[src/rtl/sd_route_pkg.sv]
// -----------------------------------------------------------------------------
// sd_route_pkg
// Shared types and constants for the SPI SD route controller.
//   route_state_t : route-switch FSM states
//   ROUTE_PHYS    : vsd_sel value selecting the physical SD slot
//   ROUTE_VIRT    : vsd_sel value selecting the virtual (HPS image) SD
// -----------------------------------------------------------------------------
package sd_route_pkg;

    typedef enum logic [1:0] {
        ST_STABLE  = 2'b00,
        ST_PENDING = 2'b01,
        ST_GUARD   = 2'b10
    } route_state_t;

    localparam logic ROUTE_PHYS = 1'b0;
    localparam logic ROUTE_VIRT = 1'b1;

endpackage

[src/rtl/sd_route_ctrl_act_stretch.sv]
// -----------------------------------------------------------------------------
// act_stretch
// Drive-activity LED stretcher. While the SD chip select is active the
// counter is held at LED_STRETCH; once it deasserts the counter runs down
// to zero, keeping the LED lit for LED_STRETCH cycles after the access.
// Ports:
//   clk_sys   in  system clock
//   reset     in  synchronous, active-high reset
//   spi_ss    in  core chip select, active low
//   drive_led out activity indicator, active high
// -----------------------------------------------------------------------------
module act_stretch #(
    parameter int LED_STRETCH = 2000000,
    parameter int CNT_W       = 24
) (
    input  logic clk_sys,
    input  logic reset,
    input  logic spi_ss,
    output logic drive_led
);

    localparam logic [CNT_W-1:0] STRETCH_LOAD = CNT_W'(LED_STRETCH);
    localparam logic [CNT_W-1:0] CNT_ZERO     = {CNT_W{1'b0}};
    localparam logic [CNT_W-1:0] CNT_ONE      = CNT_W'(1);

    logic [CNT_W-1:0] led_cnt_q;
    logic [CNT_W-1:0] led_cnt_d;

    // Next value of the stretch counter: reload while busy, else count down.
    always_comb begin
        led_cnt_d = led_cnt_q;
        if (spi_ss == 1'b0) begin
            led_cnt_d = STRETCH_LOAD;
        end else if (led_cnt_q != CNT_ZERO) begin
            led_cnt_d = led_cnt_q - CNT_ONE;
        end else begin
            led_cnt_d = led_cnt_q;
        end
    end

    // Stretch counter register.
    always_ff @(posedge clk_sys) begin
        if (reset) begin
            led_cnt_q <= CNT_ZERO;
        end else begin
            led_cnt_q <= led_cnt_d;
        end
    end

    // The live chip select lights the LED immediately; the counter covers the tail.
    assign drive_led = (led_cnt_q != CNT_ZERO) | ~spi_ss;

endmodule

[src/rtl/sd_route_ctrl.sv]
// -----------------------------------------------------------------------------
// sd_route_ctrl
// Routes the core's SPI SD bus either to the virtual SD (image served by the
// HPS) or to the physical SD slot. A mount event only records the wanted
// route; the switch is applied after IDLE_CYCLES consecutive quiet cycles
// (spi_ss high), with one guard cycle in which neither device is selected.
// Ports:
//   clk_sys, reset               clock and synchronous active-high reset
//   img_mounted, img_present     mount event pulse and "image present" flag
//   spi_ss/sck/mosi, spi_miso    core-side SPI
//   vsd_ss, vsd_miso             virtual SD side
//   sd_cs/sck/mosi, sd_miso      physical SD slot side
//   vsd_sel                      current route (1 = virtual)
//   switch_pending               route change waiting for bus quiet
//   drive_led                    stretched activity indicator
// -----------------------------------------------------------------------------
module sd_route_ctrl
    import sd_route_pkg::*;
#(
    parameter int IDLE_CYCLES = 64,
    parameter int LED_STRETCH = 2000000,
    parameter int CNT_W       = 24
) (
    input  logic clk_sys,
    input  logic reset,
    input  logic img_mounted,
    input  logic img_present,
    input  logic spi_ss,
    input  logic spi_sck,
    input  logic spi_mosi,
    output logic spi_miso,
    output logic vsd_ss,
    input  logic vsd_miso,
    output logic sd_cs,
    output logic sd_sck,
    output logic sd_mosi,
    input  logic sd_miso,
    output logic vsd_sel,
    output logic switch_pending,
    output logic drive_led
);

    localparam logic [CNT_W-1:0] IDLE_LAST = CNT_W'(IDLE_CYCLES - 1);
    localparam logic [CNT_W-1:0] CNT_ZERO  = {CNT_W{1'b0}};
    localparam logic [CNT_W-1:0] CNT_MAX   = {CNT_W{1'b1}};
    localparam logic [CNT_W-1:0] CNT_ONE   = CNT_W'(1);

    route_state_t     state_q, state_d;
    logic [CNT_W-1:0] idle_cnt_q, idle_cnt_d;
    logic             vsd_sel_q, vsd_sel_d;
    logic             target_q, target_d;
    logic             guard_q, guard_d;
    logic             switch_pending_q, switch_pending_d;

    // Wanted route and route-switch FSM next state.
    always_comb begin
        state_d    = state_q;
        idle_cnt_d = idle_cnt_q;
        vsd_sel_d  = vsd_sel_q;
        guard_d    = 1'b0;

        // A mount event always wins over any other target update.
        if (img_mounted) begin
            target_d = img_present;
        end else begin
            target_d = target_q;
        end

        case (state_q)
            ST_STABLE: begin
                idle_cnt_d = CNT_ZERO;
                if (target_q != vsd_sel_q) begin
                    state_d = ST_PENDING;
                end else begin
                    state_d = ST_STABLE;
                end
            end
            ST_PENDING: begin
                if (target_q == vsd_sel_q) begin
                    // Re-mount restored the current route: drop the request quietly.
                    state_d    = ST_STABLE;
                    idle_cnt_d = CNT_ZERO;
                end else if (spi_ss == 1'b0) begin
                    idle_cnt_d = CNT_ZERO;
                end else if (idle_cnt_q == IDLE_LAST) begin
                    if (img_mounted) begin
                        // Target is about to change; re-evaluate it before switching.
                        idle_cnt_d = CNT_ZERO;
                    end else begin
                        state_d    = ST_GUARD;
                        guard_d    = 1'b1;
                        vsd_sel_d  = target_q;
                        idle_cnt_d = CNT_ZERO;
                    end
                end else if (idle_cnt_q != CNT_MAX) begin
                    idle_cnt_d = idle_cnt_q + CNT_ONE;
                end else begin
                    idle_cnt_d = idle_cnt_q;
                end
            end
            ST_GUARD: begin
                state_d    = ST_STABLE;
                idle_cnt_d = CNT_ZERO;
            end
            default: begin
                state_d    = ST_STABLE;
                idle_cnt_d = CNT_ZERO;
                vsd_sel_d  = ROUTE_PHYS;
            end
        endcase

        switch_pending_d = (state_d == ST_PENDING);
    end

    // Route-switch state registers.
    always_ff @(posedge clk_sys) begin
        if (reset) begin
            state_q          <= ST_STABLE;
            idle_cnt_q       <= CNT_ZERO;
            vsd_sel_q        <= ROUTE_PHYS;
            target_q         <= ROUTE_PHYS;
            guard_q          <= 1'b0;
            switch_pending_q <= 1'b0;
        end else begin
            state_q          <= state_d;
            idle_cnt_q       <= idle_cnt_d;
            vsd_sel_q        <= vsd_sel_d;
            target_q         <= target_d;
            guard_q          <= guard_d;
            switch_pending_q <= switch_pending_d;
        end
    end

    // Zero-latency routing; guard forces both devices deselected and idle.
    assign vsd_ss   = spi_ss | (vsd_sel_q != ROUTE_VIRT) | guard_q;
    assign sd_cs    = spi_ss | (vsd_sel_q != ROUTE_PHYS) | guard_q;
    assign sd_sck   = spi_sck  & (vsd_sel_q == ROUTE_PHYS) & ~guard_q;
    assign sd_mosi  = spi_mosi & (vsd_sel_q == ROUTE_PHYS) & ~guard_q;
    assign spi_miso = guard_q ? 1'b1 : ((vsd_sel_q == ROUTE_VIRT) ? vsd_miso : sd_miso);

    assign vsd_sel        = vsd_sel_q;
    assign switch_pending = switch_pending_q;

    act_stretch #(
        .LED_STRETCH (LED_STRETCH),
        .CNT_W       (CNT_W)
    ) u_act_stretch (
        .clk_sys   (clk_sys),
        .reset     (reset),
        .spi_ss    (spi_ss),
        .drive_led (drive_led)
    );

endmodule

[config.mk]
export PLATFORM = sky130hd
export DESIGN_NAME = sd_route_ctrl
export DESIGN_NICKNAME = d
export VERILOG_FILES = /design/src/rtl/sd_route_pkg.sv /design/src/rtl/sd_route_ctrl_act_stretch.sv /design/src/rtl/sd_route_ctrl.sv
export SDC_FILE = /design/constraint.sdc
export NUM_CORES = 1
export LEC_CHECK = 0
export ABC_AREA = 1
export ABC_CLOCK_PERIOD_IN_PS = 2310
export BUFFER_PORTS_ARGS = -buffer_cell sky130_fd_sc_hd__buf_2
export CAP_MARGIN = 5
export CORE_ASPECT_RATIO = 1.2
export CORE_UTILIZATION = 28
export CTS_CLUSTER_DIAMETER = 40
export DETAILED_ROUTE_END_ITERATION = 12
export GPL_ROUTABILITY_DRIVEN = 0
export GPL_TIMING_DRIVEN = 0
export SYNTH_ARGS = -nofsm -noshare
export SYNTH_HDL_FRONTEND = slang
export SYNTH_SLANG_ARGS = --single-unit
[constraint.sdc]
create_clock -name clk_sys -period 2.31 [get_ports clk_sys]
set_input_delay 0.693 -clock clk_sys [delete_from_list [all_inputs] [get_ports clk_sys]]
set_output_delay 0.693 -clock clk_sys [all_outputs]
set_load 0.01 [all_outputs]
==> impl_metrics.toml <==
[outcome]
status = "complete, no violations"

[final_layout]
drive_gt1_share_pct = 10.50
fin_area_um2 = 3568
final_net_count = 516
antenna_cells = 0
area_growth_pct = 13.81
nFillCells = 1158

[routing]
ant_nets = 0
wl_per_cell_um = 11.60
dr.first_iter.drc_count = 94
vias = 2997
vias_per_cell = 4.727
drc = 0
drtPass1Iterations = 4
finalWirelength_um = 7353

[sta]
hold_slack_ps = 505.1
fmax_ghz = 0.4579
layout_min_cycle_time_ps = 2184
setup_viol = 0
post-route-period-util_pct = 94.54
hold_viol = 0
slew_headroom_pct = 70.66
final_max_slew_viol_count = 0
fin_setup_tns_ps = 0
worst_slew_pin_slew_ps = 438.5
skew_ps = 11.99

[clock_network]
clk_pin_slew_ps = 80
cts.sinks = 54
clkLatencyLatePin_ps = 300
cts_tree = "done"
cts_root_buf = "clkbuf_16"
cts_htree_levels = 2
clockBufferDepth = 2
numCtsBuffers = 5

[grt]
grt_max_degree = 18
grt_pass1_vias = 2886
use_met3_pct = 2.732
grt.overflow.total = 0
top_usage_layer = "met2"
grt_util_met1_pct = 15.06
grt_pass1_wl_um = 12720
antenna_found_initial = 0
grt_util_all_layers_pct = 13.35
grt_use_met2_pct = 24.43

[setup_path]
path_cells = "nor2_1 > nand2_1 > nor2_2 > nand4_1 > buf_2"
crit_family = "simple AND/OR/NAND/NOR gates"
worstSetupEndpointType = "output port"
critPathKind = "flop to output port"
slowest_delay_ps = 340
crit_required_ps = 1620
cp_max_fo = 6
start_kind = "flop"
crit_path_top_delay_cell = "dfxtp_1"
critPathArrivalTime_ps = 1490
r2r_setup_slack_ps = 340
path_buf_inv = 1

[synthesis]
post-synth-top-area-cell = "dfxtp_1"
yosys-top-cells-count = "nand2_1 (123), nor2_1 (98), dfxtp_1 (54)"
synth_ff_type = "dfxtp_1"
yosys.cell_count.top_type = "nand2_1"
synth_fp_nets = 495
syn-instance-count = 483
synthTopCellsByArea = "dfxtp_1 (34%), nand2_1 (15%), nor2_1 (12%), nand3_1 (6.7%), inv_1 (5.9%)"
synth_edf_count = 0
synth_warnings = 0
synth_top_area_share_pct = 34.48
synth-seq-cells = 54
synthArstFlopShare_pct = 0
synth_cell_types = 30
avgSynthCellArea_um2 = 6.492
ys_seq_area_share_pct = 34.48
syn_area_um2 = 3136

[floorplan]
rows = 41
die_h_um = 117.9
io_pins = 17
dieArea_um2 = 11630
core-area_um2 = 10720
initial_core_util_pct = 29.24
die_w_um = 98.60

[flow_run]
cap_violations = 0

[power_and_ir_drop]
p_leak_nw = 1.612
total_power_mw = 2.305
power.density_nw_per_um2 = 646.0
vdd_drop_max_mv = 0.3492

[place]
placement.io_buffers = 14
hpwl_um = 5792
placed_area_um2 = 3367

[min_path]
hold_class = "flop to flop"
==> registers in the layout (all words and copies together), names as in the netlist <==
name,flops
idle_cnt_q,24
u_act_stretch.led_cnt_q,24
state_q,2
guard_q,1
switch_pending,1
target_q,1
vsd_sel,1
==> worst paths after layout <==
path / depth (start not counted) / from / end
max reg2reg: 9 / idle_cnt_q[0] / idle_cnt_q[0]
min: 2 / u_act_stretch.led_cnt_q[4] / u_act_stretch.led_cnt_q[4]
max: 5 / u_act_stretch.led_cnt_q[2] / drive_led
min reg2reg: 2 / u_act_stretch.led_cnt_q[4] / u_act_stretch.led_cnt_q[4]
==> timing repair <==
item | CTS | global route
hold buffers | 0 | 0
resized for setup | 0 | 3
setup buffers | 0 | 0
endpoints found under the setup margin | 0 | 1
==> kinds of logic after synthesis <==
| logic type | share of synthesized area [%] |
|---|---|
| DFF | 34.48 |
| and+or+nand+nor | 43.46 |
| adders and majority gates | 1.197 |
| buffers and inverters | 8.061 |
| AOI/OAI and AO/OA | 6.106 |
| xor gates and xnor gates | 6.704 |
==> where the power goes <==
group	switching, mW	internal [mW]	leakage (nW)
registers	0.0339	0.964	0.439
clock network	0.345	0.623	0.0940
logic	0.216	0.123	1.08
==> worst reg2reg max path, delay by kind of cell (launching register included) <==
family,cells,cell delay [ps]
AND/OR/NAND/NOR,5,740
flip-flops,1,420
adder cells (fa/ha/maj),1,340
buffers and inverters,2,290
AO/OA/AOI/OAI,1,60
==> placed cells by master (no fill, tap or decap), drive strengths merged <==
cell	netlist	layout
xnor2	12	12
clkinv	0	1
nand4	11	11
nand3b	6	6
inv	56	56
clkbuf	2	7
a21oi	21	21
buf	4	18
nand3	46	46
a311oi	2	2
a31oi	1	1
ha	3	3
bufinv	0	2
nor2	101	101
xor2	12	12
nor3b	3	3
or2	1	1
o21ai	9	9
nor3	12	12
nand2	127	127
dfxtp	54	54
==> final cells by class <==
class                      count  area (µm²)  share of cell area (%)
multi-input combinational    367        1809                   50.70
inverter                      56       210.2                   5.891
clock buffer                   5       125.1                   3.506
buffer                         6       42.54                   1.192
timing repair buffer          14       70.07                   1.964
sequential                    54        1081                   30.29
clock inverter                 3       68.82                   1.928
tap                          129       161.4                   4.523
==> through the flow <==
stage | setup slack [ps] | instances | utilization [%]
2_1_floorplan | 576.3 | 483 | -
3_3_place_gp | 313.7 | 626 | 31.40
3_5_place_dp | 299.0 | 626 | 31.40
4_1_cts | 22.00 | 634 | 33.21
5_1_grt | -18.36 | 634 | 33.28
6_report | 126.0 | 634 | 33.28
==> layer usage <==
layer | vias to the layer above | share of wire, %
met2 | 52 | 50
met4 | 0 | 2.9
met1 | 1350 | 44
met3 | 18 | 3.0
li1 | 1577 | -
met5 | - | 0
Note: power is estimated with default switching activity, not from simulation.
